`config.mk`:
```
export PLATFORM = sky130hd
export DESIGN_NAME = clock_reset_controller
export DESIGN_NICKNAME = d
export VERILOG_FILES = /design/src/rtl/clock_reset_pkg.sv /design/src/rtl/clock_divider_channel.sv /design/src/rtl/clock_reset_controller.sv
export SDC_FILE = /design/constraint.sdc
export NUM_CORES = 1
export LEC_CHECK = 0
export ABC_AREA = 1
export BUFFER_PORTS_ARGS = -buffer_cell sky130_fd_sc_hd__buf_2
export CAP_MARGIN = 0
export CELL_PAD_IN_SITES_DETAIL_PLACEMENT = 0
export CELL_PAD_IN_SITES_GLOBAL_PLACEMENT = 1
export CORE_MARGIN = 2
export CORE_UTILIZATION = 47
export DETAILED_ROUTE_END_ITERATION = 6
export PLACE_DENSITY_LB_ADDON = 0.12
export RECOVER_POWER = 50
export SLEW_MARGIN = 10
export SYNTH_ARGS = -nofsm -noshare
export SYNTH_HDL_FRONTEND = slang
export SYNTH_HIERARCHICAL = 1
export SYNTH_SLANG_ARGS = --single-unit
```
`constraint.sdc`:
```
create_clock -name clk_i -period 3.72 [get_ports clk_i]
set_input_delay 1.116 -clock clk_i [delete_from_list [all_inputs] [get_ports clk_i]]
set_output_delay 1.116 -clock clk_i [all_outputs]
set_load 0.02 [all_outputs]
```
`src/rtl/clock_reset_pkg.sv`:
```
// Purpose: shared sequencer state encoding and default constants for the clock/reset controller.
// Latency: n/a (declarations only).
// Backpressure: n/a.
package clock_reset_pkg;

    // Defaults: 50 MHz core, one 1 MHz-capable channel pair, three staged resets.
    localparam int DEF_NUM_CH      = 2;
    localparam int DEF_DIV_W       = 8;
    localparam int DEF_NUM_RST     = 3;
    localparam int DEF_RST_CYCLES  = 255;
    localparam int DEF_RST_STAGGER = 16;

    typedef enum logic [1:0] {
        ST_HOLD    = 2'd0,
        ST_STAGGER = 2'd1,
        ST_RUN     = 2'd2
    } seq_state_e;

    function automatic int max_int(input int a, input int b);
        return (a > b) ? a : b;
    endfunction

endpackage

```
`src/rtl/clock_divider_channel.sv`:
```
// Purpose: one programmable clock divider channel (enable strobe + ~50% divided clock).
// Latency: strobe combinational from registered count; divided clock toggles one cycle after strobe.
// Backpressure: none; free-running, no flow control.
//
// Ports:
//   clk_i, reset_i   - system clock, synchronous active-high reset
//   div_i            - divisor captured into the pending register on div_load_i
//   div_load_i       - one-cycle load strobe
//   clk_en_o         - high for the cycle the counter sits at its terminal count
//   clk_div_o        - registered divided clock, period 2*(D+1)
module clock_divider_channel #(
    parameter int DIV_W = 8
) (
    input  logic             clk_i,
    input  logic             reset_i,
    input  logic [DIV_W-1:0] div_i,
    input  logic             div_load_i,
    output logic             clk_en_o,
    output logic             clk_div_o
);

    logic [DIV_W-1:0] active_q;
    logic [DIV_W-1:0] pending_q;
    logic [DIV_W-1:0] cnt_q;
    logic             pend_vld_q;
    logic             clk_div_q;
    logic             enabled;
    logic             terminal;

    assign enabled   = (active_q != '0);
    assign terminal  = enabled && (cnt_q == active_q);
    assign clk_en_o  = terminal;
    assign clk_div_o = clk_div_q;

    always_ff @(posedge clk_i) begin
        if (reset_i) begin
            active_q   <= '0;
            pending_q  <= '0;
            cnt_q      <= '0;
            pend_vld_q <= 1'b0;
            clk_div_q  <= 1'b0;
        end else begin
            if (terminal) begin
                // Period boundary: the only point a running channel may change divisor.
                cnt_q <= '0;
                if (pend_vld_q) begin
                    active_q   <= pending_q;
                    pend_vld_q <= 1'b0;
                    // Switching to disabled parks the clock low right at the boundary.
                    clk_div_q  <= (pending_q == '0) ? 1'b0 : ~clk_div_q;
                end else begin
                    clk_div_q <= ~clk_div_q;
                end
            end else if (enabled) begin
                cnt_q <= cnt_q + 1'b1;
            end else begin
                // Disabled: nothing to protect, adopt a pending divisor immediately.
                cnt_q     <= '0;
                clk_div_q <= 1'b0;
                if (pend_vld_q) begin
                    active_q   <= pending_q;
                    pend_vld_q <= 1'b0;
                end
            end

            // A new load always wins over the clear from an adoption on the same edge.
            if (div_load_i) begin
                pending_q  <= div_i;
                pend_vld_q <= 1'b1;
            end
        end
    end

endmodule

```
`src/rtl/clock_reset_controller.sv`:
```
// Purpose: NUM_CH programmable clock dividers plus a staged reset sequencer (HOLD -> STAGGER -> RUN).
// Latency: reset_o bit b releases RST_CYCLES + b*RST_STAGGER cycles after reset/soft-reset release.
// Backpressure: none; free-running, no flow control.
//
// Ports:
//   clk_i, reset_i          - system clock, synchronous active-high reset (beats everything)
//   div_i, div_load_i       - packed per-channel divisors and their load strobe
//   soft_reset_i            - level request to restart the reset sequence (dividers unaffected)
//   clk_en_o, clk_div_o     - per-channel strobe and divided clock
//   reset_o, locked         - staged domain resets (bit 0 first) and all-released flag
module clock_reset_controller
    import clock_reset_pkg::*;
#(
    parameter int NUM_CH      = DEF_NUM_CH,
    parameter int DIV_W       = DEF_DIV_W,
    parameter int NUM_RST     = DEF_NUM_RST,
    parameter int RST_CYCLES  = DEF_RST_CYCLES,
    parameter int RST_STAGGER = DEF_RST_STAGGER
) (
    input  logic                    clk_i,
    input  logic                    reset_i,
    input  logic [NUM_CH*DIV_W-1:0] div_i,
    input  logic                    div_load_i,
    input  logic                    soft_reset_i,
    output logic [NUM_CH-1:0]       clk_en_o,
    output logic [NUM_CH-1:0]       clk_div_o,
    output logic [NUM_RST-1:0]      reset_o,
    output logic                    locked
);

    localparam int CNT_W = $clog2(max_int(RST_CYCLES, RST_STAGGER) + 1);
    localparam logic [CNT_W-1:0] HOLD_LAST = CNT_W'(RST_CYCLES - 1);
    localparam logic [CNT_W-1:0] STAG_LAST = CNT_W'(RST_STAGGER - 1);

    // ---------------- dividers ----------------
    for (genvar n = 0; n < NUM_CH; n++) begin : g_ch
        clock_divider_channel #(
            .DIV_W (DIV_W)
        ) u_ch (
            .clk_i      (clk_i),
            .reset_i    (reset_i),
            .div_i      (div_i[n*DIV_W +: DIV_W]),
            .div_load_i (div_load_i),
            .clk_en_o   (clk_en_o[n]),
            .clk_div_o  (clk_div_o[n])
        );
    end

    // ---------------- reset sequencer ----------------
    seq_state_e         state_q;
    logic [CNT_W-1:0]   seq_cnt_q;
    logic [NUM_RST-1:0] reset_q;
    logic               locked_q;
    logic [NUM_RST-1:0] rst_shift;

    // Bits release in ascending order, so releasing the next one is a left shift
    // of the still-asserted mask; an all-zero result means the last bit just went.
    always_comb begin
        rst_shift = reset_q << 1;
    end

    always_ff @(posedge clk_i) begin
        if (reset_i || soft_reset_i) begin
            state_q   <= ST_HOLD;
            seq_cnt_q <= '0;
            reset_q   <= '1;
            locked_q  <= 1'b0;
        end else begin
            case (state_q)
                ST_HOLD, ST_STAGGER: begin
                    if (seq_cnt_q == ((state_q == ST_HOLD) ? HOLD_LAST : STAG_LAST)) begin
                        seq_cnt_q <= '0;
                        reset_q   <= rst_shift;
                        if (rst_shift == '0) begin
                            state_q  <= ST_RUN;
                            locked_q <= 1'b1;
                        end else begin
                            state_q <= ST_STAGGER;
                        end
                    end else begin
                        seq_cnt_q <= seq_cnt_q + 1'b1;
                    end
                end
                ST_RUN: begin
                    locked_q <= 1'b1;
                end
                default: begin
                    state_q <= ST_HOLD;
                end
            endcase
        end
    end

    assign reset_o = reset_q;
    assign locked  = locked_q;

endmodule

```
==> results.py, run 1 <==
metrics = {
    "worst_hold_path": {
        "hold_end": "locked",
        "hp-start": "locked",
        "hp-class": "flip-flop to flip-flop",
        "hold_depth": 2,
    },
    "pwr": {
        "p_leak_uw": 0.001532,
        "p_sw_uw": 1197,
        "power_frac_clock": 0.232,
        "p_comb_frac": 0.420,
        "p_sw_frac": 0.4198,
        "ir_drop_v": 0.0006198,
        "p_seq_frac": 0.349,
        "power_density_mw_per_mm2": 822.7,
        "p_int_uw": 1655,
    },
    "floorplanning": {
        "die_area_mm2": 0.007293,
        "die_w_um": 85.40,
        "rows": 29,
        "die_y_um": 85.40,
        "core-area_mm2": 0.006386,
        "start_util": 0.4877,
        "ios": 28,
    },
    "final_layout": {
        "drive_gt1_frac": 0.1603,
        "final_nets": 461,
        "antenna_cells": 0,
        "fin_util": 0.5429,
        "area_growth_pct": 11.33,
        "fin_area_mm2": 0.003467,
    },
    "routing": {
        "drc_errors": 0,
        "wl_per_cell_um": 11.35,
        "vias_per_cell": 4.910,
        "ant_nets": 0,
        "drt_iter0_markers": 88,
        "firstDrtPassIters": 4,
        "drt_wl_total_um": 5902,
        "dr_total_vias": 2553,
    },
    "global_routing": {
        "grt_pass1_vias": 2375,
        "grt_usage": 0.1827,
        "grt_pass1_wl_um": 10700,
        "grt-ovfl-total": 0,
        "grt_max_degree": 18,
        "antenna_found_initial": 0,
    },
    "setup_path": {
        "cpMaxStageDelayCell": "dfxtp_1",
        "r2r_start": "g_ch[1].u_ch/pend_vld_q",
        "end_kind": "primary output",
        "max_stage_delay_ns": 0.41,
        "cp_cell_sequence": "xnor2_1 -> nand2_1 -> nor2_1 -> and3_2 -> buf_2",
        "crit_family": "simple AND/OR/NAND/NOR gates",
        "rr_endpoint": "g_ch[1].u_ch/clk_div_o",
        "worstPathRequired_ns": 2.60,
        "worst-setup-path-type": "flip-flop to primary output",
        "crit_fanout": 4,
        "startpoint_type": "flip-flop",
        "reg2regPathDepth": 6,
        "path_buf_inv": 1,
        "reg2reg_slack_ns": 2.16,
        "crit_arrival_ns": 1.50,
    },
    "timing": {
        "hold_viol_final": 0,
        "fin_ws_ns": 1.106,
        "min_period_ns": 2.614,
        "whs_ns": 0.4568,
        "slew_headroom": 0.5443,
        "tightest_slew_ns": 0.6810,
        "clock.fmax_mhz": 382.5,
        "grt_setup_unrepaired": "no",
        "setup-tns-final_ns": 0,
        "setup_viol": 0,
        "slew_viol_final": 0,
        "fin_crit_sh": 0.7027,
        "worst_clock_skew_ns": 0.009874,
    },
    "clock_network": {
        "cts_setup_buffers": 0,
        "cts_tree": "built",
        "clock-root-buffer": "clkbuf_8",
        "path_clk_slew_ns": 0.07,
        "cts.path.max_buffers": 2,
        "cts_resized": 0,
        "insertion_delay_ns": 0.34,
        "cts_buffers": 9,
        "cts_hold_buffers": 0,
        "cts_max_level": 3,
        "numClockSinks": 66,
    },
    "synth": {
        "ys_types": 31,
        "synth_flop_cell": "dfxtp_1",
        "synth_nets": 434,
        "synth.area.top_cells": "dfxtp_1, nand2_1, nor2_1",
        "ys_ff_latch": 66,
        "synth_edf_count": 0,
        "synth_seq_area_share": 0.4243,
        "yosys_warnings": 6,
        "avgSynthCellArea_um2": 7.577,
        "synth_top_area_cell": "dfxtp_1",
        "postSynthCellCount": 411,
        "yosys.area.top_type_share": 0.4243,
        "synthArstFlopShare": 0,
        "syn_area_mm2": 0.003114,
    },
    "placed_design": {
        "dp_hpwl_um": 4265,
        "place_congestion": 0.7646,
        "port_buffers": 27,
        "placed_area_mm2": 0.003249,
        "pre_cts_ws_ns": 1.440,
    },
    "run_status": {
        "status": "finished clean",
    },
    "run": {
        "maxCapViolations": 0,
    },
}
-- cell usage after synthesis, drive strengths merged, types with 3 or more instances --
master  number
nand4        8
nor3         7
clkbuf       4
o21ai       19
dfxtp       66
a21oi       35
inv         56
nand3       34
xnor2       14
ha           3
buf          7
nor2        66
xor2        12
nand2       70
-- cell usage in the layout (no fill, tap or decap), types with 7 or more instances in the layout --
cell / synthesis / routed
dfxtp_1: 66 / 66
inv_1: 53 / 53
nor3_1: 7 / 7
nand2_1: 60 / 60
a21oi_1: 35 / 35
xnor2_1: 14 / 14
nand2_2: 8 / 8
xor2_1: 12 / 12
nand3_1: 29 / 29
buf_2: 4 / 26
nor2_1: 59 / 59
clkbuf_8: 2 / 10
nand4_1: 7 / 7
o21ai_0: 17 / 17
-- area by class of cell --
type | count | area [um^2]
multi-input cells | 278 | 1486
clock buffers | 11 | 141.4
fillers | 654 | 2919
inverters | 56 | 210.2
clock inverters | 5 | 77.57
well taps | 77 | 96.34
flip-flops and latches | 66 | 1321
repair buffers | 27 | 133.9
-- state kept, by name (all words and copies together) (netlist names) --
name / flops
g_ch.u_ch/active_q: 16
g_ch.u_ch/cnt_q: 16
g_ch.u_ch/pending_q: 16
seq_cnt_q: 8
reset_o: 3
g_ch.u_ch/clk_div_o: 2
g_ch.u_ch/pend_vld_q: 2
state_q: 2
locked: 1
-- logic make-up after synthesis --
family                   synth area share
buffers and inverters             0.09844
AO/OA/AOI/OAI                     0.09522
AND/OR/NAND/NOR                    0.2969
XOR/XNOR                          0.07312
adder cells (fa/ha/maj)           0.01205
flip-flops                         0.4243
-- worst max-delay path by stage --
stage | start | end | depth (start not counted)
after CTS | g_ch[1].u_ch/cnt_q[3] | clk_en_o[1] | 5
after detailed placement | g_ch[1].u_ch/cnt_q[3] | clk_en_o[1] | 5
after global routing | g_ch[1].u_ch/cnt_q[2] | clk_en_o[1] | 5
after floorplan | g_ch[0].u_ch/cnt_q[2] | clk_en_o[0] | 4
after global placement | g_ch[1].u_ch/cnt_q[3] | clk_en_o[1] | 5
final | g_ch[1].u_ch/cnt_q[3] | clk_en_o[1] | 5
-- per-stage QoR --
stage          total power [uW]  std cells
6_report                   2852        520
4_1_cts                    2890        520
3_5_place_dp               2217        504
3_3_place_gp               2197        504
2_1_floorplan              2096        411
5_1_grt                    3130        520
-- power by group through the flow --
stage | Clock [uW] | Combinational [uW] | Sequential [uW]
after global routing | 717 | 1390 | 1020
after floorplan | 0 | 1150 | 951
after detailed placement | 0 | 1210 | 1010
after global placement | 0 | 1190 | 1010
after CTS | 682 | 1210 | 995
final | 661 | 1200 | 995
-- worst min-delay path, stage by stage (launching register included) --
cell,delay [ns]
dfxtp_1,0.31
nand2_1,0.06
nand2_1,0.04
-- per-layer routing --
metal,share of wire,global-route usage,routed length (um)
met5,0,0,0
met4,0.0083,0.05195,49
met3,0.038,0.06226,223
met2,0.47,0.2905,2790
met1,0.48,0.2363,2839
Note: power is estimated with default switching activity, not from simulation.
==> run 2: changes to the inputs <==
--- a/config.mk
+++ b/config.mk
@@ -11,7 +11,7 @@
 export CELL_PAD_IN_SITES_DETAIL_PLACEMENT = 0
 export CELL_PAD_IN_SITES_GLOBAL_PLACEMENT = 1
 export CORE_MARGIN = 2
-export CORE_UTILIZATION = 47
+export CORE_UTILIZATION = 43
 export DETAILED_ROUTE_END_ITERATION = 6
 export PLACE_DENSITY_LB_ADDON = 0.12
 export RECOVER_POWER = 50
==> constraint.sdc (replaced) <==
create_clock -name clk_i -period 2.5 [get_ports clk_i]
set_input_delay 0.75 -clock clk_i [delete_from_list [all_inputs] [get_ports clk_i]]
set_output_delay 0.75 -clock clk_i [all_outputs]
set_load 0.02 [all_outputs]
==> run 2 against run 1 <==
Against the previous run:
- first-iteration DRC count increased by 4.5%
- sequential share of layout area decreased by 0.79 points
- critical path depth increased by 1
- die area increased by 8.9%
- routed wire length increased by 4.3%
- register-to-register slack got worse by 1.2 ns
- hold slack improved by 0.0013 ns
- power increased by 52%
- setup slack got worse by 0.84 ns
- global-route usage decreased by 0.76 points
==> results.py, run 2 (same netlist as run 1, synthesis figures left out) <==
metrics = {
    "setup_path": {
        "crit_arrival_ns": 1.48,
        "reg2regPathDepth": 7,
        "r2r_start": "state_q[1]",
        "rr_endpoint": "seq_cnt_q[5]",
        "startpoint_type": "flip-flop",
        "end_kind": "primary output",
        "worst-setup-path-type": "flip-flop to primary output",
        "reg2reg_slack_ns": 1.00,
        "worstPathRequired_ns": 1.75,
        "crit_fanout": 5,
    },
    "floorplanning": {
        "die_y_um": 89.10,
        "core-area_mm2": 0.007137,
        "rows": 31,
        "die_w_um": 89.10,
        "ios": 28,
        "die_area_mm2": 0.007939,
        "start_util": 0.4364,
    },
    "worst_hold_path": {
        "hold_end": "locked",
        "hp-start": "locked",
        "hp-class": "flip-flop to flip-flop",
        "hold_depth": 2,
    },
    "timing": {
        "clock.fmax_mhz": 448.0,
        "tightest_slew_ns": 0.4654,
        "slew_viol_final": 0,
        "grt_setup_unrepaired": "no",
        "min_period_ns": 2.232,
        "fin_crit_sh": 0.8929,
        "slew_headroom": 0.6888,
        "whs_ns": 0.4581,
        "fin_ws_ns": 0.2678,
        "worst_clock_skew_ns": 0.005736,
        "hold_viol_final": 0,
        "setup-tns-final_ns": 0,
        "setup_viol": 0,
    },
    "routing": {
        "drc_errors": 0,
        "dr_total_vias": 2505,
        "drt_wl_total_um": 6155,
        "vias_per_cell": 4.580,
        "drt_iter0_markers": 92,
        "ant_nets": 0,
        "wl_per_cell_um": 11.25,
        "firstDrtPassIters": 4,
    },
    "clock_network": {
        "cts.path.max_buffers": 2,
        "numClockSinks": 66,
        "cts_max_level": 3,
        "cts_tree": "built",
        "cts_setup_buffers": 0,
        "cts_resized": 0,
        "cts_hold_buffers": 0,
        "path_clk_slew_ns": 0.07,
        "insertion_delay_ns": 0.34,
        "clock-root-buffer": "clkbuf_8",
        "cts_buffers": 9,
    },
    "final_layout": {
        "antenna_cells": 0,
        "final_nets": 466,
        "biggestRegsByFlops": "g_ch.u_ch/active_q x16, g_ch.u_ch/cnt_q x16, g_ch.u_ch/pending_q x16",
        "final_common_cell": "dfxtp_1",
        "drive_gt1_frac": 0.1629,
        "fin_util": 0.4961,
        "fin_area_mm2": 0.003541,
        "area_growth_pct": 13.70,
        "most-common-layout-cells": "dfxtp_1, nand2_1, nor2_1, inv_1, a21oi_1",
    },
    "placed_design": {
        "port_buffers": 27,
        "place_congestion": 0.7619,
        "dp_hpwl_um": 4454,
        "placed_area_mm2": 0.003314,
        "pre_cts_ws_ns": 0.6227,
    },
    "global_routing": {
        "grt_usage": 0.1751,
        "grt_max_degree": 17,
        "grt_pass1_vias": 2435,
        "antenna_found_initial": 0,
        "grt-ovfl-total": 0,
        "grt_pass1_wl_um": 10820,
    },
    "pwr": {
        "ir_drop_v": 0.0008651,
        "p_leak_uw": 0.001551,
        "power_density_mw_per_mm2": 1223,
    },
    "run_status": {
        "status": "finished clean",
    },
    "run": {
        "maxCapViolations": 0,
    },
}
run 2: worst max path at each step:
| stage | slack, ns | cells past startpoint | startpoint | to |
|---|---|---|---|---|
| 3_3_place_gp | 0.63 | 4 | g_ch[1].u_ch/active_q[7] | clk_en_o[1] |
| 6_report | 0.27 | 6 | g_ch[1].u_ch/cnt_q[0] | clk_en_o[1] |
| 2_1_floorplan | 0.82 | 4 | g_ch[0].u_ch/cnt_q[2] | clk_en_o[0] |
| 3_5_place_dp | 0.62 | 4 | g_ch[1].u_ch/active_q[7] | clk_en_o[1] |
| 4_1_cts | 0.23 | 4 | g_ch[1].u_ch/active_q[7] | clk_en_o[1] |
| 5_1_grt | 0.12 | 6 | g_ch[1].u_ch/cnt_q[0] | clk_en_o[1] |
run 2: power by group:
group	internal (uW)	switching, uW
clock network	660	423
logic	628	1180
registers	1260	179
run 2: metrics by stage:
step                cells  power [uW]
floorplan             411        3118
global placement      531        3304
detailed placement    531        3314
CTS                   547        4416
global route          547        4708
finish                547        4330
run 2: final cells by class:
cell class              count  area (um^2)
fillers                   757         3596
clock buffers               9        123.9
flip-flops and latches     66         1321
clock inverters             7        117.6
well taps                  99        123.9
multi-input cells         278         1476
repair buffers             32        167.7
inverters                  56        210.2
run 2: per-layer routing:
metal / global-route usage / vias up / share of wire
met1: 0.2175 / 1108 / 0.48
met2: 0.2869 / 21 / 0.48
li1: - / 1370 / -
met4: 0.04885 / 0 / 0.013
met5: 0 / - / 0
met3: 0.06371 / 6 / 0.028
run 2: worst max-delay path, stage by stage, from the launching register on:
cell and delay (ns):
dfxtp_1 0.41, nand2_1 0.07, nand2_1 0.06, nand2_1 0.05, nor2_1 0.15, and3_2 0.22, buf_2 0.16
==> run 3: changes to the inputs <==
--- a/config.mk
+++ b/config.mk
@@ -8,11 +8,10 @@
 export ABC_AREA = 1
 export BUFFER_PORTS_ARGS = -buffer_cell sky130_fd_sc_hd__buf_2
 export CAP_MARGIN = 0
-export CELL_PAD_IN_SITES_DETAIL_PLACEMENT = 0
-export CELL_PAD_IN_SITES_GLOBAL_PLACEMENT = 1
 export CORE_MARGIN = 2
-export CORE_UTILIZATION = 43
+export CORE_UTILIZATION = 59
 export DETAILED_ROUTE_END_ITERATION = 6
+export GPL_TIMING_DRIVEN = 0
 export PLACE_DENSITY_LB_ADDON = 0.12
 export RECOVER_POWER = 50
 export SLEW_MARGIN = 10
==> run 3 against run 2 <==
Against the previous run:
- non-clock buffer count grew 6
- register-to-register slack better by 0.04 ns
- via count increased by 3.6%
- hold slack got worse by 0.011 ns
- die area down 26%
- sequential power is essentially flat
- cell count is 4.2% lower
- routed wire length decreased by 2.8%
- critical endpoint unchanged
- highest routed layer unchanged
==> results.py, run 3 (same netlist as run 1, synthesis figures left out) <==
metrics = {
    "timing": {
        "hold_viol_final": 0,
        "clock.fmax_mhz": 444.8,
        "setup-tns-final_ns": 0,
        "grt_setup_unrepaired": "no",
        "setup_viol": 0,
        "tightest_slew_ns": 0.6532,
        "slew_viol_final": 0,
        "slew_headroom": 0.5629,
        "fin_ws_ns": 0.2519,
        "whs_ns": 0.4470,
        "min_period_ns": 2.248,
        "fin_crit_sh": 0.8993,
        "worst_clock_skew_ns": 0.004358,
    },
    "setup_path": {
        "startpoint_type": "flip-flop",
        "end_kind": "primary output",
        "rr_endpoint": "g_ch[0].u_ch/clk_div_o",
        "cpMaxStageDelayCell": "dfxtp_1",
        "startpoint": "g_ch[1].u_ch/cnt_q[3]",
        "cp_cell_sequence": "xnor2_1 -> nand2_1 -> nor2_1 -> and3_2 -> buf_2",
        "max_stage_delay_ns": 0.42,
        "reg2regPathDepth": 8,
        "path_depth": 5,
        "reg2reg_slack_ns": 1.04,
        "path_buf_inv": 1,
        "crit_path_end": "clk_en_o[1]",
        "worst-setup-path-type": "flip-flop to primary output",
        "worstPathRequired_ns": 1.75,
        "crit_arrival_ns": 1.50,
        "r2r_start": "g_ch[0].u_ch/cnt_q[0]",
        "crit_fanout": 4,
        "crit_family": "simple AND/OR/NAND/NOR gates",
    },
    "clock_network": {
        "cts_max_level": 3,
        "cts_hold_buffers": 0,
        "cts_buffers": 9,
        "path_clk_slew_ns": 0.07,
        "cts_tree": "built",
        "clock-root-buffer": "clkbuf_8",
        "numClockSinks": 66,
        "cts_resized": 0,
        "cts_setup_buffers": 0,
        "insertion_delay_ns": 0.35,
        "cts.path.max_buffers": 2,
    },
    "run": {
        "maxCapViolations": 0,
    },
    "floorplanning": {
        "ios": 28,
        "start_util": 0.6098,
        "die_y_um": 76.65,
        "die_area_mm2": 0.005875,
        "die_w_um": 76.65,
        "rows": 26,
        "core-area_mm2": 0.005107,
    },
    "final_layout": {
        "area_growth_pct": 12.09,
        "fill_cells": 457,
        "biggestRegsByFlops": "g_ch.u_ch/active_q x16, g_ch.u_ch/cnt_q x16, g_ch.u_ch/pending_q x16",
        "final_common_cell": "dfxtp_1",
        "drive_gt1_frac": 0.1630,
        "most-common-layout-cells": "dfxtp_1, nand2_1, nor2_1, inv_1, a21oi_1",
        "antenna_cells": 0,
        "final_nets": 472,
    },
    "routing": {
        "drt_iter0_markers": 138,
        "wirelength_met1_um": 2786,
        "ant_nets": 0,
        "dr_total_vias": 2594,
        "drt_wl_total_um": 5981,
        "drc_errors": 0,
        "top_layer": "met4",
        "firstDrtPassIters": 4,
        "met2_length_um": 2902,
        "vias_per_cell": 4.950,
        "wl_per_cell_um": 11.41,
        "route.met3.wl_um": 203,
    },
    "run_status": {
        "status": "finished clean",
    },
    "pwr": {
        "power_frac_clock": 0.197,
        "p_comb_frac": 0.473,
        "p_leak_uw": 0.001550,
        "p_sw_frac": 0.4189,
        "p_sw_uw": 1819,
        "totalPowerFinal_uw": 4342,
        "power_density_mw_per_mm2": 1244,
        "p_int_uw": 2523,
        "p_seq_frac": 0.330,
        "ir_drop_v": 0.001179,
    },
    "global_routing": {
        "grt_pass1_wl_um": 10100,
        "grt_max_degree": 12,
        "grt-ovfl-total": 0,
        "grt_pass1_vias": 2373,
        "antenna_found_initial": 0,
        "grt_usage": 0.2178,
    },
    "worst_hold_path": {
        "hp-class": "flip-flop to flip-flop",
    },
    "placed_design": {
        "place_congestion": 0.8420,
        "port_buffers": 27,
        "pre_cts_ws_ns": 0.6204,
        "dp_hpwl_um": 4237,
    },
}
## run 3: metal layers
| metal | vias up | GRT usage |
|---|---|---|
| met2 | 33 | 0.3699 |
| met4 | 0 | 0.08545 |
| met5 | - | 0 |
| li1 | 1388 | - |
| met1 | 1163 | 0.2479 |
| met3 | 10 | 0.08235 |
## run 3: power groups by stage
| stage | registers [uW] | clock network [uW] | logic, uW |
|---|---|---|---|
| after floorplan | 1410 | 0 | 1700 |
| after global placement | 1450 | 0 | 2020 |
| after detailed placement | 1450 | 0 | 2060 |
| after CTS | 1430 | 876 | 2080 |
| after global routing | 1460 | 922 | 2280 |
| final | 1430 | 855 | 2050 |
## run 3: cell type report
| class | count | area [um^2] | area share |
|---|---|---|---|
| buffer | 11 | 76.32 | 0.02186 |
| clock buffer | 11 | 131.4 | 0.03763 |
| clock inverter | 5 | 55.05 | 0.01577 |
| inverter | 56 | 210.2 | 0.06022 |
| multi-input combinational | 278 | 1476 | 0.4229 |
| sequential | 66 | 1321 | 0.3785 |
| tap | 70 | 87.58 | 0.02509 |
| timing repair buffer | 27 | 132.6 | 0.03799 |
## run 3: worst min-delay path: cells and delay by family, from the launching register on
kind | cells | cell delay [ns]
flip-flops | 1 | 0.31
AND/OR/NAND/NOR | 2 | 0.10
## run 3: how the worst min path moves through the flow
stage	start	endpoint	slack, ns	cells past startpoint
finish	locked	locked	0.45	2
global placement	reset_o[2]	reset_o[2]	0.44	2
global route	locked	locked	0.48	2
CTS	locked	locked	0.45	2
floorplan	g_ch[0].u_ch/cnt_q[0]	g_ch[0].u_ch/cnt_q[0]	0.44	1
detailed placement	locked	locked	0.44	2
## run 3: through the flow
stage | utilization | instances | area (um^2)
floorplan | - | 411 | 3114
global placement | 0.6534 | 508 | 3337
detailed placement | 0.6534 | 508 | 3337
CTS | 0.6899 | 524 | 3523
global route | 0.6835 | 524 | 3491
finish | 0.6835 | 524 | 3491
